### src/rtl/alu_seq.sv
`default_nettype none
// +----------------------------------------------------------------------------+
// | Module  : alu_seq                                                          |
// | Brief   : Handshaked SPARC format-3 integer ALU with iterative MUL/DIV,    |
// |           Y register, icc and divide-by-zero flag. Define                  |
// |           ALU_SEQ_FAST_MUL_EN for a single-cycle multiplier.               |
// | Rev     : 1.0  initial release                                             |
// +----------------------------------------------------------------------------+
module alu_seq #(
    parameter int WIDTH = 32,
    parameter int CNT_W = $clog2(WIDTH) + 1
) (
    input  logic             clk,
    input  logic             reset,
    input  logic             in_valid,
    output logic             in_ready,
    input  logic [1:0]       op,
    input  logic [5:0]       op3,
    input  logic             i,
    input  logic [WIDTH-1:0] valA,
    input  logic [WIDTH-1:0] valB,
    input  logic [12:0]      simm13,
    output logic             out_valid,
    input  logic             out_ready,
    output logic [WIDTH-1:0] res,
    output logic [WIDTH-1:0] y_out,
    output logic [3:0]       icc,
    output logic             icc_we,
    output logic             div_zero,
    output logic             illegal
);

    localparam logic [1:0] c_st_idle = 2'd0;
    localparam logic [1:0] c_st_mul  = 2'd1;
    localparam logic [1:0] c_st_div  = 2'd2;
    localparam logic [1:0] c_st_done = 2'd3;

    localparam logic [3:0] c_op_add  = 4'b0000;
    localparam logic [3:0] c_op_and  = 4'b0001;
    localparam logic [3:0] c_op_or   = 4'b0010;
    localparam logic [3:0] c_op_xor  = 4'b0011;
    localparam logic [3:0] c_op_sub  = 4'b0100;
    localparam logic [3:0] c_op_xnor = 4'b0111;
    localparam logic [3:0] c_op_umul = 4'b1010;
    localparam logic [3:0] c_op_smul = 4'b1011;
    localparam logic [3:0] c_op_udiv = 4'b1110;
    localparam logic [3:0] c_op_sdiv = 4'b1111;

    localparam logic [WIDTH-1:0] c_ones    = '1;
    localparam logic [WIDTH-1:0] c_min     = {1'b1, {(WIDTH-1){1'b0}}};
    localparam logic [WIDTH-1:0] c_max     = ~c_min;
    localparam logic [CNT_W-1:0] c_last    = CNT_W'(WIDTH - 1);
    localparam logic [CNT_W-1:0] c_cnt_one = CNT_W'(1);

    logic [1:0]         r_state, w_state_nxt;
    logic [CNT_W-1:0]   r_cnt;
    logic [2*WIDTH-1:0] r_a, r_acc;
    logic [WIDTH-1:0]   r_b;
    logic               r_neg, r_cc, r_div0, r_ovf;
    logic [WIDTH-1:0]   r_res, r_y;
    logic [3:0]         r_icc;
    logic               r_icc_we, r_div_zero, r_illegal;

    logic               w_alu, w_legal, w_is_mul, w_is_div, w_signed, w_cc, w_accept;
    logic               w_a_neg, w_b_neg, w_neg;
    logic [WIDTH-1:0]   w_b, w_a_mag, w_b_mag;
    logic [WIDTH:0]     w_sum, w_diff;

    logic [2*WIDTH-1:0] w_mul_acc, w_prod;
    logic [WIDTH:0]     w_trial;
    logic               w_fits;
    logic [WIDTH-1:0]   w_rem_nxt, w_q_nxt, w_quot;

    logic               w_fin;
    logic [WIDTH-1:0]   w_fin_res, w_fin_y;
    logic               w_fin_v, w_fin_c, w_fin_divz, w_fin_ill, w_fin_ccwe, w_fin_ywe;
    logic [3:0]         w_fin_icc;

    // Operand decode
    assign w_b = i ? {{(WIDTH-13){simm13[12]}}, simm13} : valB;
    assign w_alu = (op == 2'b10);

    always_comb begin
        w_legal = 1'b0;
        if (w_alu && !op3[5]) begin
            case (op3[3:0])
                c_op_add, c_op_and, c_op_or, c_op_xor, c_op_sub, c_op_xnor,
                c_op_umul, c_op_smul, c_op_udiv, c_op_sdiv: w_legal = 1'b1;
                default: w_legal = 1'b0;
            endcase
        end
    end

    assign w_is_mul = w_legal && (op3[3:1] == 3'b101);
    assign w_is_div = w_legal && (op3[3:1] == 3'b111);
    assign w_signed = op3[0];
    assign w_cc     = w_legal && op3[4];
    assign w_accept = in_valid && in_ready;

    // MUL/DIV run on magnitudes; the sign is reapplied on completion
    assign w_a_neg = w_signed && valA[WIDTH-1];
    assign w_b_neg = w_signed && w_b[WIDTH-1];
    assign w_neg   = w_a_neg ^ w_b_neg;
    assign w_a_mag = w_a_neg ? -valA : valA;
    assign w_b_mag = w_b_neg ? -w_b : w_b;

    assign w_sum  = {1'b0, valA} + {1'b0, w_b};
    assign w_diff = {1'b0, valA} - {1'b0, w_b};

`ifdef ALU_SEQ_FAST_MUL_EN
    logic [2*WIDTH-1:0] w_fast_mag, w_fast_prod;
    assign w_fast_mag  = {{WIDTH{1'b0}}, w_a_mag} * {{WIDTH{1'b0}}, w_b_mag};
    assign w_fast_prod = w_neg ? -w_fast_mag : w_fast_mag;
`endif

    // Iterative engines: the last step feeds the result directly
    assign w_mul_acc = r_b[0] ? (r_acc + r_a) : r_acc;
    assign w_prod    = r_neg ? -w_mul_acc : w_mul_acc;
    assign w_trial   = {r_acc[WIDTH-1:0], r_a[WIDTH-1]};
    assign w_fits    = (w_trial >= {1'b0, r_b});
    assign w_rem_nxt = w_fits ? (w_trial[WIDTH-1:0] - r_b) : w_trial[WIDTH-1:0];
    assign w_q_nxt   = {r_a[WIDTH-2:0], w_fits};
    assign w_quot    = r_neg ? -w_q_nxt : w_q_nxt;

    always_ff @(posedge clk) begin
        if (reset) r_state <= c_st_idle;
        else       r_state <= w_state_nxt;
    end

    always_comb begin
        w_state_nxt = r_state;
        case (r_state)
            c_st_idle: begin
                if (w_accept) begin
                    if (w_is_div)      w_state_nxt = c_st_div;
`ifndef ALU_SEQ_FAST_MUL_EN
                    else if (w_is_mul) w_state_nxt = c_st_mul;
`endif
                    else               w_state_nxt = c_st_done;
                end
            end
            c_st_mul:  if (r_cnt == c_last) w_state_nxt = c_st_done;
            c_st_div:  if (r_div0 || (r_cnt == c_last)) w_state_nxt = c_st_done;
            c_st_done: if (out_ready) w_state_nxt = c_st_idle;
            default:   w_state_nxt = c_st_idle;
        endcase
    end

    always_comb begin
        out_valid = (r_state == c_st_done);
        in_ready  = (r_state == c_st_idle) && !out_valid;
    end

    // Result and flags captured on the transition into DONE
    assign w_fin = (r_state != c_st_done) && (w_state_nxt == c_st_done);

    always_comb begin
        w_fin_res  = '0;
        w_fin_y    = '0;
        w_fin_v    = 1'b0;
        w_fin_c    = 1'b0;
        w_fin_divz = 1'b0;
        w_fin_ill  = 1'b0;
        w_fin_ccwe = 1'b0;
        w_fin_ywe  = 1'b0;
        case (r_state)
            c_st_idle: begin
                w_fin_ill  = w_alu && !w_legal;
                w_fin_ccwe = w_cc;
                if (w_legal) begin
                    case (op3[3:0])
                        c_op_add: begin
                            w_fin_res = w_sum[WIDTH-1:0];
                            w_fin_c   = w_sum[WIDTH];
                            w_fin_v   = (valA[WIDTH-1] == w_b[WIDTH-1]) &&
                                        (w_sum[WIDTH-1] != valA[WIDTH-1]);
                        end
                        c_op_sub: begin
                            w_fin_res = w_diff[WIDTH-1:0];
                            w_fin_c   = w_diff[WIDTH];
                            w_fin_v   = (valA[WIDTH-1] != w_b[WIDTH-1]) &&
                                        (w_diff[WIDTH-1] != valA[WIDTH-1]);
                        end
                        c_op_and:  w_fin_res = valA & w_b;
                        c_op_or:   w_fin_res = valA | w_b;
                        c_op_xor:  w_fin_res = valA ^ w_b;
                        c_op_xnor: w_fin_res = ~(valA ^ w_b);
`ifdef ALU_SEQ_FAST_MUL_EN
                        c_op_umul, c_op_smul: begin
                            w_fin_res = w_fast_prod[WIDTH-1:0];
                            w_fin_y   = w_fast_prod[2*WIDTH-1:WIDTH];
                            w_fin_ywe = 1'b1;
                        end
`endif
                        default: ;
                    endcase
                end
            end
            c_st_mul: begin
                w_fin_res  = w_prod[WIDTH-1:0];
                w_fin_y    = w_prod[2*WIDTH-1:WIDTH];
                w_fin_ywe  = 1'b1;
                w_fin_ccwe = r_cc;
            end
            c_st_div: begin
                w_fin_ccwe = r_cc;
                if (r_div0) begin
                    w_fin_res  = c_ones;
                    w_fin_divz = 1'b1;
                end else if (r_ovf) begin
                    w_fin_res = c_max;
                    w_fin_v   = 1'b1;
                end else begin
                    w_fin_res = w_quot;
                end
            end
            default: ;
        endcase
    end

    assign w_fin_icc = {w_fin_res[WIDTH-1], (w_fin_res == '0), w_fin_v, w_fin_c};

    always_ff @(posedge clk) begin
        if (reset) begin
            r_cnt      <= '0;
            r_a        <= '0;
            r_acc      <= '0;
            r_b        <= '0;
            r_neg      <= 1'b0;
            r_cc       <= 1'b0;
            r_div0     <= 1'b0;
            r_ovf      <= 1'b0;
            r_res      <= '0;
            r_y        <= '0;
            r_icc      <= '0;
            r_icc_we   <= 1'b0;
            r_div_zero <= 1'b0;
            r_illegal  <= 1'b0;
        end else begin
            if (w_fin) begin
                r_res      <= w_fin_res;
                r_icc_we   <= w_fin_ccwe;
                r_div_zero <= w_fin_divz;
                r_illegal  <= w_fin_ill;
                if (w_fin_ccwe) r_icc <= w_fin_icc;
                if (w_fin_ywe)  r_y   <= w_fin_y;
            end
            case (r_state)
                c_st_idle: begin
                    if (w_accept) begin
                        r_a    <= {{WIDTH{1'b0}}, w_a_mag};
                        r_acc  <= '0;
                        r_b    <= w_b_mag;
                        r_neg  <= w_neg;
                        r_cc   <= w_cc;
                        r_cnt  <= '0;
                        r_div0 <= w_is_div && (w_b == '0);
                        r_ovf  <= w_is_div && w_signed && (valA == c_min) && (w_b == c_ones);
                    end
                end
                c_st_mul: begin
                    r_acc <= w_mul_acc;
                    r_a   <= r_a << 1;
                    r_b   <= r_b >> 1;
                    r_cnt <= r_cnt + c_cnt_one;
                end
                c_st_div: begin
                    r_acc[WIDTH-1:0] <= w_rem_nxt;
                    r_a[WIDTH-1:0]   <= w_q_nxt;
                    r_cnt            <= r_cnt + c_cnt_one;
                end
                default: ;
            endcase
        end
    end

    assign res      = r_res;
    assign y_out    = r_y;
    assign icc      = r_icc;
    assign icc_we   = r_icc_we;
    assign div_zero = r_div_zero;
    assign illegal  = r_illegal;

endmodule
`default_nettype wire

### config.mk
export PLATFORM = sky130hd
export DESIGN_NAME = alu_seq
export DESIGN_NICKNAME = d
export VERILOG_FILES = /design/src/rtl/alu_seq.sv
export SDC_FILE = /design/constraint.sdc
export NUM_CORES = 1
export LEC_CHECK = 0
export CAP_MARGIN = 30
export CORE_AREA = 2 2 263 265
export CTS_CLUSTER_SIZE = 16
export DETAILED_ROUTE_END_ITERATION = 6
export DIE_AREA = 0 0 265 267
export DONT_BUFFER_PORTS = 1
export SYNTH_ARGS = -nofsm -noshare
export SYNTH_HDL_FRONTEND = slang
export SYNTH_SLANG_ARGS = --single-unit
### constraint.sdc
create_clock -name clk -period 8.3 [get_ports clk]
set_input_delay 1.66 -clock clk [delete_from_list [all_inputs] [get_ports clk]]
set_output_delay 1.66 -clock clk [all_outputs]
set_load 0.01 [all_outputs]
==> implementation parameters, run 1 <==
Parameter                              Value

Clock network
  Post-CTS setup buffer count ... 0
  Clk Tree Root Cell ... sky130_fd_sc_hd__clkbuf_16
  Number of CTS-inserted buffers ... 29
  TritonCTS Sinks ... between 200 and 250
  Largest buffer count on any clock path ... 3
  Number of gates given a new drive strength after cts ... 0
  Clock transition at the registers of the reported paths ... about 0.070 ns
  Hold_buf cts ... 0
  Clk_lat worst skew ... 0.60 ns
  H-tree Lvls ... 1
  CTS tree ... yes

Drt
  Routed wire per std cell ... about 25 um
  Detailed Routing Iterations Pass 1 ... 7
  Vias ... just under 30000
  Antenna-violating nets left ... 0
  Via-per-instance ratio ... 6.478
  Final wirelength ... around 120000 um
  Remaining design rule violation count ... 1
  DRC violation total after the first TritonRoute iteration ... ~3400

Layout
  Fin nets ... 3944
  FF/Latch Area ... 4870 um2
  Combined area of the multi-input logic cells ... around 20000 um2
  Leading cell types in the layout, fill and taps excluded ... sky130_fd_sc_hd__nor2_1 (448), sky130_fd_sc_hd__nand2_1 (347), sky130_fd_sc_hd__a21oi_1 (312)
  Fraction of layout cells with a size suffix above 1 ... approximately 5.6%
  Area Overhead vs Synth ... 6.217%
  Number of inserted filler cells in the final layout ... slightly above 7000
  Utilization after layout ... 41.98%
  Most common library cell in the layout ignoring fill and taps ... sky130_fd_sc_hd__nor2_1

Timing
  Worst slew margin relative to its limit ... 28.98%
  Final number of setup-violating endpoints ... 0
  Setup repair after global routing missed its margin ... false
  Worst slew pin tran ... between 1 and 1.5 ns
  Final max-slew violation count ... 0
  Max Clock Skew ... between 0.015 and 0.02 ns
  Min cycle time layout ... 6.712 ns
  Worst Setup Slack, final ... between 1.5 and 2 ns
  Final number of hold-violating endpoints ... 0
  Final worst path period share ... 80.87%
  Achievable clock frequency ... 149.0 MHz
  Final TNS setup ... 0 ns

GRT
  Via count of the first global-routing pass ... ~27000
  GRT overflow ... 0
  Global-route wire length before repair ... 171000 um
  Maximum number of pins on one net before global-route repair ... between 200 and 250
  Overall track demand over capacity in global routing ... a little under a third
  Initial antenna violation count ... 4

Pwr
  Largest vdd supply drop ... 0.0002229 V
  Pwr Density ... between 200 and 300 nW/um2
  LEAKAGE ... between 0.01 and 0.015 uW

Floorplanning
  Die Span X ... about 270 um
  Top Ports ... ~160
  Initial core utilization ... just under 40%
  Floorplan die area ... ~71000 um2
  Core Rows ... 96
  Core area ... between 60000 and 70000 um2
  Die height ... about 270 um

Synthesis
  Top-area cell type share of the netlist area ... approximately 18%
  Synth Flop Type ... sky130_fd_sc_hd__dfxtp_1
  Synth Instances ... about 3800
  Number of synthesized flops with an enable pin ... 0
  Total nets after synthesis ... around 4100
  Post-synth cell types ... around 110
  Post-synth top area cell ... sky130_fd_sc_hd__dfxtp_1
  Synthesized area per cell ... 7.075 um2
  Portion of the post-synthesis area used by sequential elements ... a little under a fifth
  Post-synthesis async set-or-reset flop share ... 0%
  Post-synth design cell area ... 26870 um2
  Flip-flop and latch count after synthesis ... between 200 and 250
  Main area contributors after synthesis ... sky130_fd_sc_hd__dfxtp_1 (18%), sky130_fd_sc_hd__ha_1 (9.6%), sky130_fd_sc_hd__nor2_1 (6.3%), sky130_fd_sc_hd__a21oi_1 (5.8%), sky130_fd_sc_hd__nand2_1 (4.8%)
  Warnings from Yosys ... 0

Placed design
  Half-perimeter wire length after detailed placement ... just under 90000 um
  Number of buffer cells added on primary ports ... 0
  Global placer's final weighted congestion ... 0.9974
  Worst slack at placement ... 1.167 ns

Critical path
  Critical Path End Type ... flop
  Req. time, crit path ... a little under 9 ns
  Highest fanout seen on the critical path ... 32
  Worst setup SP type ... input pin
  Arrival time at the worst endpoint ... between 7 and 8 ns
  Kind of critical path ... input pin to flop

Status
  Violated checks ... design-rule violations
  Outcome ... finished, violations left

Job
  Maxcap violations ... 0

Min path
  Class of the worst hold path ... flop to flop
-- registers in the layout (all words and copies together) (netlist names), 2 cells and up --
register  count
r_a          64
r_cnt         6
icc           4
r_state       2
y_out        32
res          32
r_b          32
r_acc        64
-- where the power goes --
part           switching, uW  leakage [uW]  internal, uW
registers                366       0.00198          1360
logic                   2910       0.00864          1340
clock network            582      0.000493           779
total                   3860        0.0111          3480
-- cell usage after synthesis, types with 19 or more instances --
cell type,n
sky130_fd_sc_hd__nand3_1,92
sky130_fd_sc_hd__a21oi_1,313
sky130_fd_sc_hd__nor4_1,39
sky130_fd_sc_hd__xnor2_1,130
sky130_fd_sc_hd__nand4_1,65
sky130_fd_sc_hd__nand2_1,347
sky130_fd_sc_hd__inv_1,180
sky130_fd_sc_hd__o21bai_1,35
sky130_fd_sc_hd__xor2_1,48
sky130_fd_sc_hd__nor2_1,451
sky130_fd_sc_hd__o311ai_0,23
sky130_fd_sc_hd__o41ai_1,19
sky130_fd_sc_hd__a221oi_1,22
sky130_fd_sc_hd__ha_1,207
sky130_fd_sc_hd__a31oi_1,54
sky130_fd_sc_hd__o211ai_1,44
sky130_fd_sc_hd__dfxtp_1,243
sky130_fd_sc_hd__o21ai_0,217
sky130_fd_sc_hd__o21a_1,28
sky130_fd_sc_hd__clkbuf_1,200
sky130_fd_sc_hd__or3_1,35
sky130_fd_sc_hd__mux2i_1,35
sky130_fd_sc_hd__a211oi_1,115
sky130_fd_sc_hd__a22oi_1,114
sky130_fd_sc_hd__nor2b_1,28
sky130_fd_sc_hd__and3_1,24
sky130_fd_sc_hd__nor3_1,97
sky130_fd_sc_hd__and2_1,24
sky130_fd_sc_hd__a21o_1,71
sky130_fd_sc_hd__nand2b_1,34
sky130_fd_sc_hd__o31ai_1,52
sky130_fd_sc_hd__buf_1,21
-- critical path: stages --
cell	delay (ns)
sky130_fd_sc_hd__and2_1	0.64
sky130_fd_sc_hd__a21oi_1	0.29
sky130_fd_sc_hd__ha_1	0.71
sky130_fd_sc_hd__nor2b_1	0.17
sky130_fd_sc_hd__or3_1	0.40
sky130_fd_sc_hd__a2111oi_0	0.69
sky130_fd_sc_hd__nor2_1	0.20
sky130_fd_sc_hd__a221oi_1	0.34
sky130_fd_sc_hd__xnor2_1	0.16
sky130_fd_sc_hd__o221ai_1	0.14
sky130_fd_sc_hd__o21ai_0	0.42
sky130_fd_sc_hd__a31oi_1	0.25
sky130_fd_sc_hd__or3_1	0.43
sky130_fd_sc_hd__or4_1	0.52
sky130_fd_sc_hd__o31ai_1	0.19
-- kinds of logic (layout without fill, tap and decap cells) --
group	after synthesis	after routing	share of synthesized area, %
compound gates	1345	1345	34.25
other cells	0	4	0
buf+inv	426	294	6.165
flops	243	243	18.10
mux	46	46	1.765
simple gates	1349	1349	23.98
fa+ha+maj	211	211	9.937
xor+xnor	178	178	5.802
-- routing by layer --
layer / global-route usage [%] / wire length (um) / share of wire, % / up-vias
met4: 15.64 / 6404 / 5.5 / 0
met3: 5.434 / 11180 / 9.7 / 267
li1: - / - / - / 13870
met2: 46.53 / 47670 / 41 / 1458
met5: 0 / 0 / 0 / -
met1: 43.54 / 50260 / 44 / 13900
-- stage by stage --
stage               hold slack [ns]  total power (uW)  std cells  instance area [um2]
global route                 0.4874              7744       4550                28530
detailed placement           0.4464              5854       4492                27520
CTS                          0.4545              7219       4546                28520
finish                       0.4626              7347       4552                28540
floorplan                    0.4322              4543       3798                26870
global placement             0.4451              5833       4487                27470
-- area by class of cell --
cell class                 count  share of cell area, %
antenna                        4                0.03507
clock buffer                  40                  2.968
tap                          882                  3.867
multi-input combinational   3129                  71.58
clock inverter                14                 0.5305
inverter                     183                  2.407
timing repair buffer          57                  1.548
sequential                   243                  17.06
-- worst paths after layout --
check | start | endpoint | slack [ns] | cells past startpoint
setup / recovery | i | icc[2] | 1.59 | 15
hold / removal | r_cc | r_cc | 0.46 | 2
setup reg to reg | r_a[0] | y_out[27] | 1.65 | 16
hold reg to reg | r_cc | r_cc | 0.46 | 2
(Power assumes the default switching activity.)
==> run 2: changes to the inputs <==
==> constraint.sdc (replaced) <==
create_clock -name clk -period 6.6 [get_ports clk]
set_input_delay 1.32 -clock clk [delete_from_list [all_inputs] [get_ports clk]]
set_output_delay 1.32 -clock clk [all_outputs]
set_load 0.01 [all_outputs]
==> run 2 against run 1 <==
The run now ends clean. Sequential share of layout area is 0.23 points lower. Sequential power rose by 23%. Wire length grew 0.47%. Die area is the same. Combinational power up 29%. Sequential cell count unchanged. Via count rose by 1.2%. Setup slack got worse by 0.98 ns. Global-route usage is 0.34 points higher. Critical path type is now flop to flop.
==> implementation parameters, run 2 (same netlist as run 1, synthesis figures left out) <==
Parameter                              Value

Critical path
  Highest fanout seen on the critical path ... 6 (was 32)
  Critical Path End Type ... flop (unchanged)
  Bufs and invs on worst path ... 2 (was 0)
  Kind of critical path ... flop to flop (was input pin to flop)
  Top cell family by delay on the critical path ... compound AO/OA/AOI/OAI gates (was simple AND/OR/NAND/NOR gates)
  Minimum setup slack among reg-to-reg paths ... 0.61 ns (was 1.65 ns)
  Worst reg2reg path startpoint ... r_b[22] (was r_a[0])
  Peak per-stage delay on the critical path ... 0.55 ns (was 0.71 ns)
  Crit. path cell count ... 20 (was 15)
  Worst reg2reg endpoint ... icc[2] (was y_out[27])
  Req. time, crit path ... 7.10 ns (was 8.81 ns)
  Reg2Reg Depth ... 20 (was 16)
  Critical path, cell by cell ... inv_1, ha_1, a2111oi_0, o21ai_0, nand3_1, a21oi_1, o22a_1, inv_1, ha_1, nand3_1, o31ai_1, xnor2_1, a221oi_1, o311ai_0, a21oi_1, a31oi_1, nor4_1, nand4_1, or4_1, o31ai_1 (was and2_1, a21oi_1, ha_1, nor2b_1, or3_1, a2111oi_0, nor2_1, a221oi_1, xnor2_1, o221ai_1, o21ai_0, a31oi_1, or3_1, or4_1, o31ai_1)
  Arrival time at the worst endpoint ... 6.50 ns (was 7.23 ns)
  Critical path's slowest cell ... sky130_fd_sc_hd__a21oi_1 (was sky130_fd_sc_hd__ha_1)
  Worst setup SP type ... flop (was input pin)

Drt
  Met3 WL ... 11410 um (was 11180 um)
  Via-per-instance ratio ... 6.475 (was 6.478)
  DRC violation total after the first TritonRoute iteration ... 3822 (was 3427)
  Metal1 wirelength ... 50130 um (was 50260 um)
  Routed wl met2 ... 48600 um (was 47670 um)
  Routed wire per std cell ... 25.19 um (was 25.37 um)
  Highest routing layer actually used ... met5 (was met4)
  Final wirelength ... 116000 um (was 115500 um)
  Remaining design rule violation count ... 0 (was 1)
  Vias ... 29830 (was 29490)
  Antenna-violating nets left ... 0 (unchanged)
  Detailed Routing Iterations Pass 1 ... 6 (was 7)

Placed design
  Half-perimeter wire length after detailed placement ... 89840 um (was 89250 um)
  Number of buffer cells added on primary ports ... 0 (unchanged)
  Global placer's final weighted congestion ... 1.025 (was 0.9974)
  Cell count after placement ... 4551 (was 4492)

Timing
  Final TNS setup ... 0 ns (unchanged)
  Max Clock Skew ... 0.01944 ns (was 0.01772 ns)
  Final max-slew violation count ... 0 (unchanged)
  Final number of setup-violating endpoints ... 0 (unchanged)
  Final hold slack ... 0.4601 ns (was 0.4626 ns)
  Min cycle time layout ... roughly 6.0 ns
  Final worst path period share ... 90.77%
  Worst slew margin relative to its limit ... 28.67% (was 28.98%)
  Achievable clock frequency ... ~170 MHz
  Setup repair after global routing missed its margin ... false (unchanged)
  Worst slew pin tran ... 1.061 ns (about the same)
  Final number of hold-violating endpoints ... 0 (unchanged)

Clock network
  Clock transition at the registers of the reported paths ... 0.07 ns (about the same)
  Number of CTS-inserted buffers ... 29 (unchanged)
  Clk Tree Root Cell ... sky130_fd_sc_hd__clkbuf_16 (unchanged)
  Clk_lat worst skew ... 0.59 ns (was 0.60 ns)
  Largest buffer count on any clock path ... 3 (unchanged)
  TritonCTS Sinks ... 243 (unchanged)
  H-tree Lvls ... 1 (unchanged)
  Hold_buf cts ... 0 (unchanged)
  Number of gates given a new drive strength after cts ... 0 (unchanged)
  Post-CTS setup buffer count ... 0 (unchanged)
  CTS tree ... yes (unchanged)

Floorplanning
  Floorplan die area ... 70760 um2 (unchanged)
  Core area ... 67990 um2 (unchanged)
  Die height ... 267 um (unchanged)
  Die Span X ... 265 um (unchanged)
  Initial core utilization ... 39.52% (unchanged)
  Core Rows ... 96 (unchanged)
  Top Ports ... 163 (unchanged)

GRT
  Via count of the first global-routing pass ... 27080 (was 26750)
  Maximum number of pins on one net before global-route repair ... 210 (unchanged)
  Initial antenna violation count ... 6 (was 4)
  Global-route wire length before repair ... 174100 um (was 171000 um)
  Overall track demand over capacity in global routing ... 31.71% (was 31.37%)
  GRT overflow ... 0 (unchanged)

Pwr
  Pwr Density ... 321.7 nW/um2 (was 257.4 nW/um2)
  LEAKAGE ... 0.01136 uW (was 0.01111 uW)
  Final total power ... 9306 uW (was 7347 uW)
  Largest vdd supply drop ... 0.0002663 V (was 0.0002229 V)

Layout
  Final std cells w/o fill ... 4607 (was 4552)
  Area Overhead vs Synth ... 7.669% (was 6.217%)
  Combined area of the multi-input logic cells ... 20420 um2 (was 20430 um2)
  Fraction of layout cells with a size suffix above 1 ... 7.010% (was 5.592%)
  Utilization after layout ... 42.55% (was 41.98%)
  Largest registers ... r_a x64, r_acc x64 (unchanged)
  Fin nets ... 4003 (was 3944)
  Number of inserted filler cells in the final layout ... 7153 (was 7141)
  Leading cell types in the layout, fill and taps excluded ... sky130_fd_sc_hd__nor2_1 (448), sky130_fd_sc_hd__nand2_1 (347), sky130_fd_sc_hd__a21oi_1 (312) (unchanged)
  Most common library cell in the layout ignoring fill and taps ... sky130_fd_sc_hd__nor2_1 (unchanged)
  FF/Latch Area ... 4870 um2 (unchanged)

Status
  Outcome ... finished clean (was finished, violations left)

Min path
  Worst hold path cell count ... 2 (unchanged)
  Launch point of the worst hold path ... r_cc (unchanged)
  Class of the worst hold path ... flop to flop (unchanged)
  Endpoint with the worst hold slack ... r_cc (unchanged)

Job
  Maxcap violations ... 0 (unchanged)
[run 2: cell types whose count changed in the layout (fill, tap and decap cells not counted), moves of 2 or more]
cell / delta
sky130_fd_sc_hd__buf_4: +62
sky130_fd_sc_hd__clkbuf_8: -4
sky130_fd_sc_hd__clkinv_4: -2
sky130_fd_sc_hd__diode_2: -2
[run 2: how the worst max path moves through the flow]
| stage | endpoint | from | slack [ns] |
|---|---|---|---|
| detailed placement | icc[2] | i | 0.43 |
| floorplan | icc[2] | i | 0.01 |
| global route | icc[2] | r_b[22] | 0.28 |
| finish | icc[2] | r_b[22] | 0.61 |
| CTS | y_out[22] | r_acc[0] | 0.76 |
| global placement | icc[2] | i | 0.43 |
[run 2: worst reg2reg max path: cells and delay by family (launching register included)]
| family | cells | cell delay (ns) |
|---|---|---|
| DFF | 1 | 0.34 |
| AOI/OAI and AO/OA | 10 | 3.20 |
| adders and majority gates | 2 | 0.67 |
| and+or+nand+nor | 5 | 1.40 |
| buffers and inverters | 2 | 0.19 |
| xor gates and xnor gates | 1 | 0.11 |
[run 2: metal layers]
layer  up-vias  global-route usage (%)
met5         -                       0
met4         2                   14.57
met3       253                   5.554
met2      1538                   47.32
met1     14080                   44.20
li1      13960                       -
[run 2: cell type report]
cell class / instances / share of cell area [%]
inverter: 183 / 2.374
sequential: 243 / 16.83
timing repair buffer: 116 / 3.006
multi-input combinational: 3129 / 70.59
clock inverter: 15 / 0.6141
clock buffer: 37 / 2.751
tap: 882 / 3.815
antenna: 2 / 0.01730
[run 2: power by group]
part           internal [uW]  switching [uW]  leakage, uW  total, uW
clock network            972             716     0.000479       1690
registers               1720             414      0.00198       2130
logic                   1750            3730      0.00891       5490
total                   4440            4860       0.0114       9310
[run 2: per-stage QoR]
| stage | setup slack, ns | instance area [um2] |
|---|---|---|
| after floorplan | 0.01467 | 26870 |
| after global placement | 0.4301 | 27920 |
| after detailed placement | 0.4305 | 27940 |
| after CTS | 0.7585 | 28910 |
| after global routing | 0.2823 | 28930 |
| final | 0.6091 | 28930 |
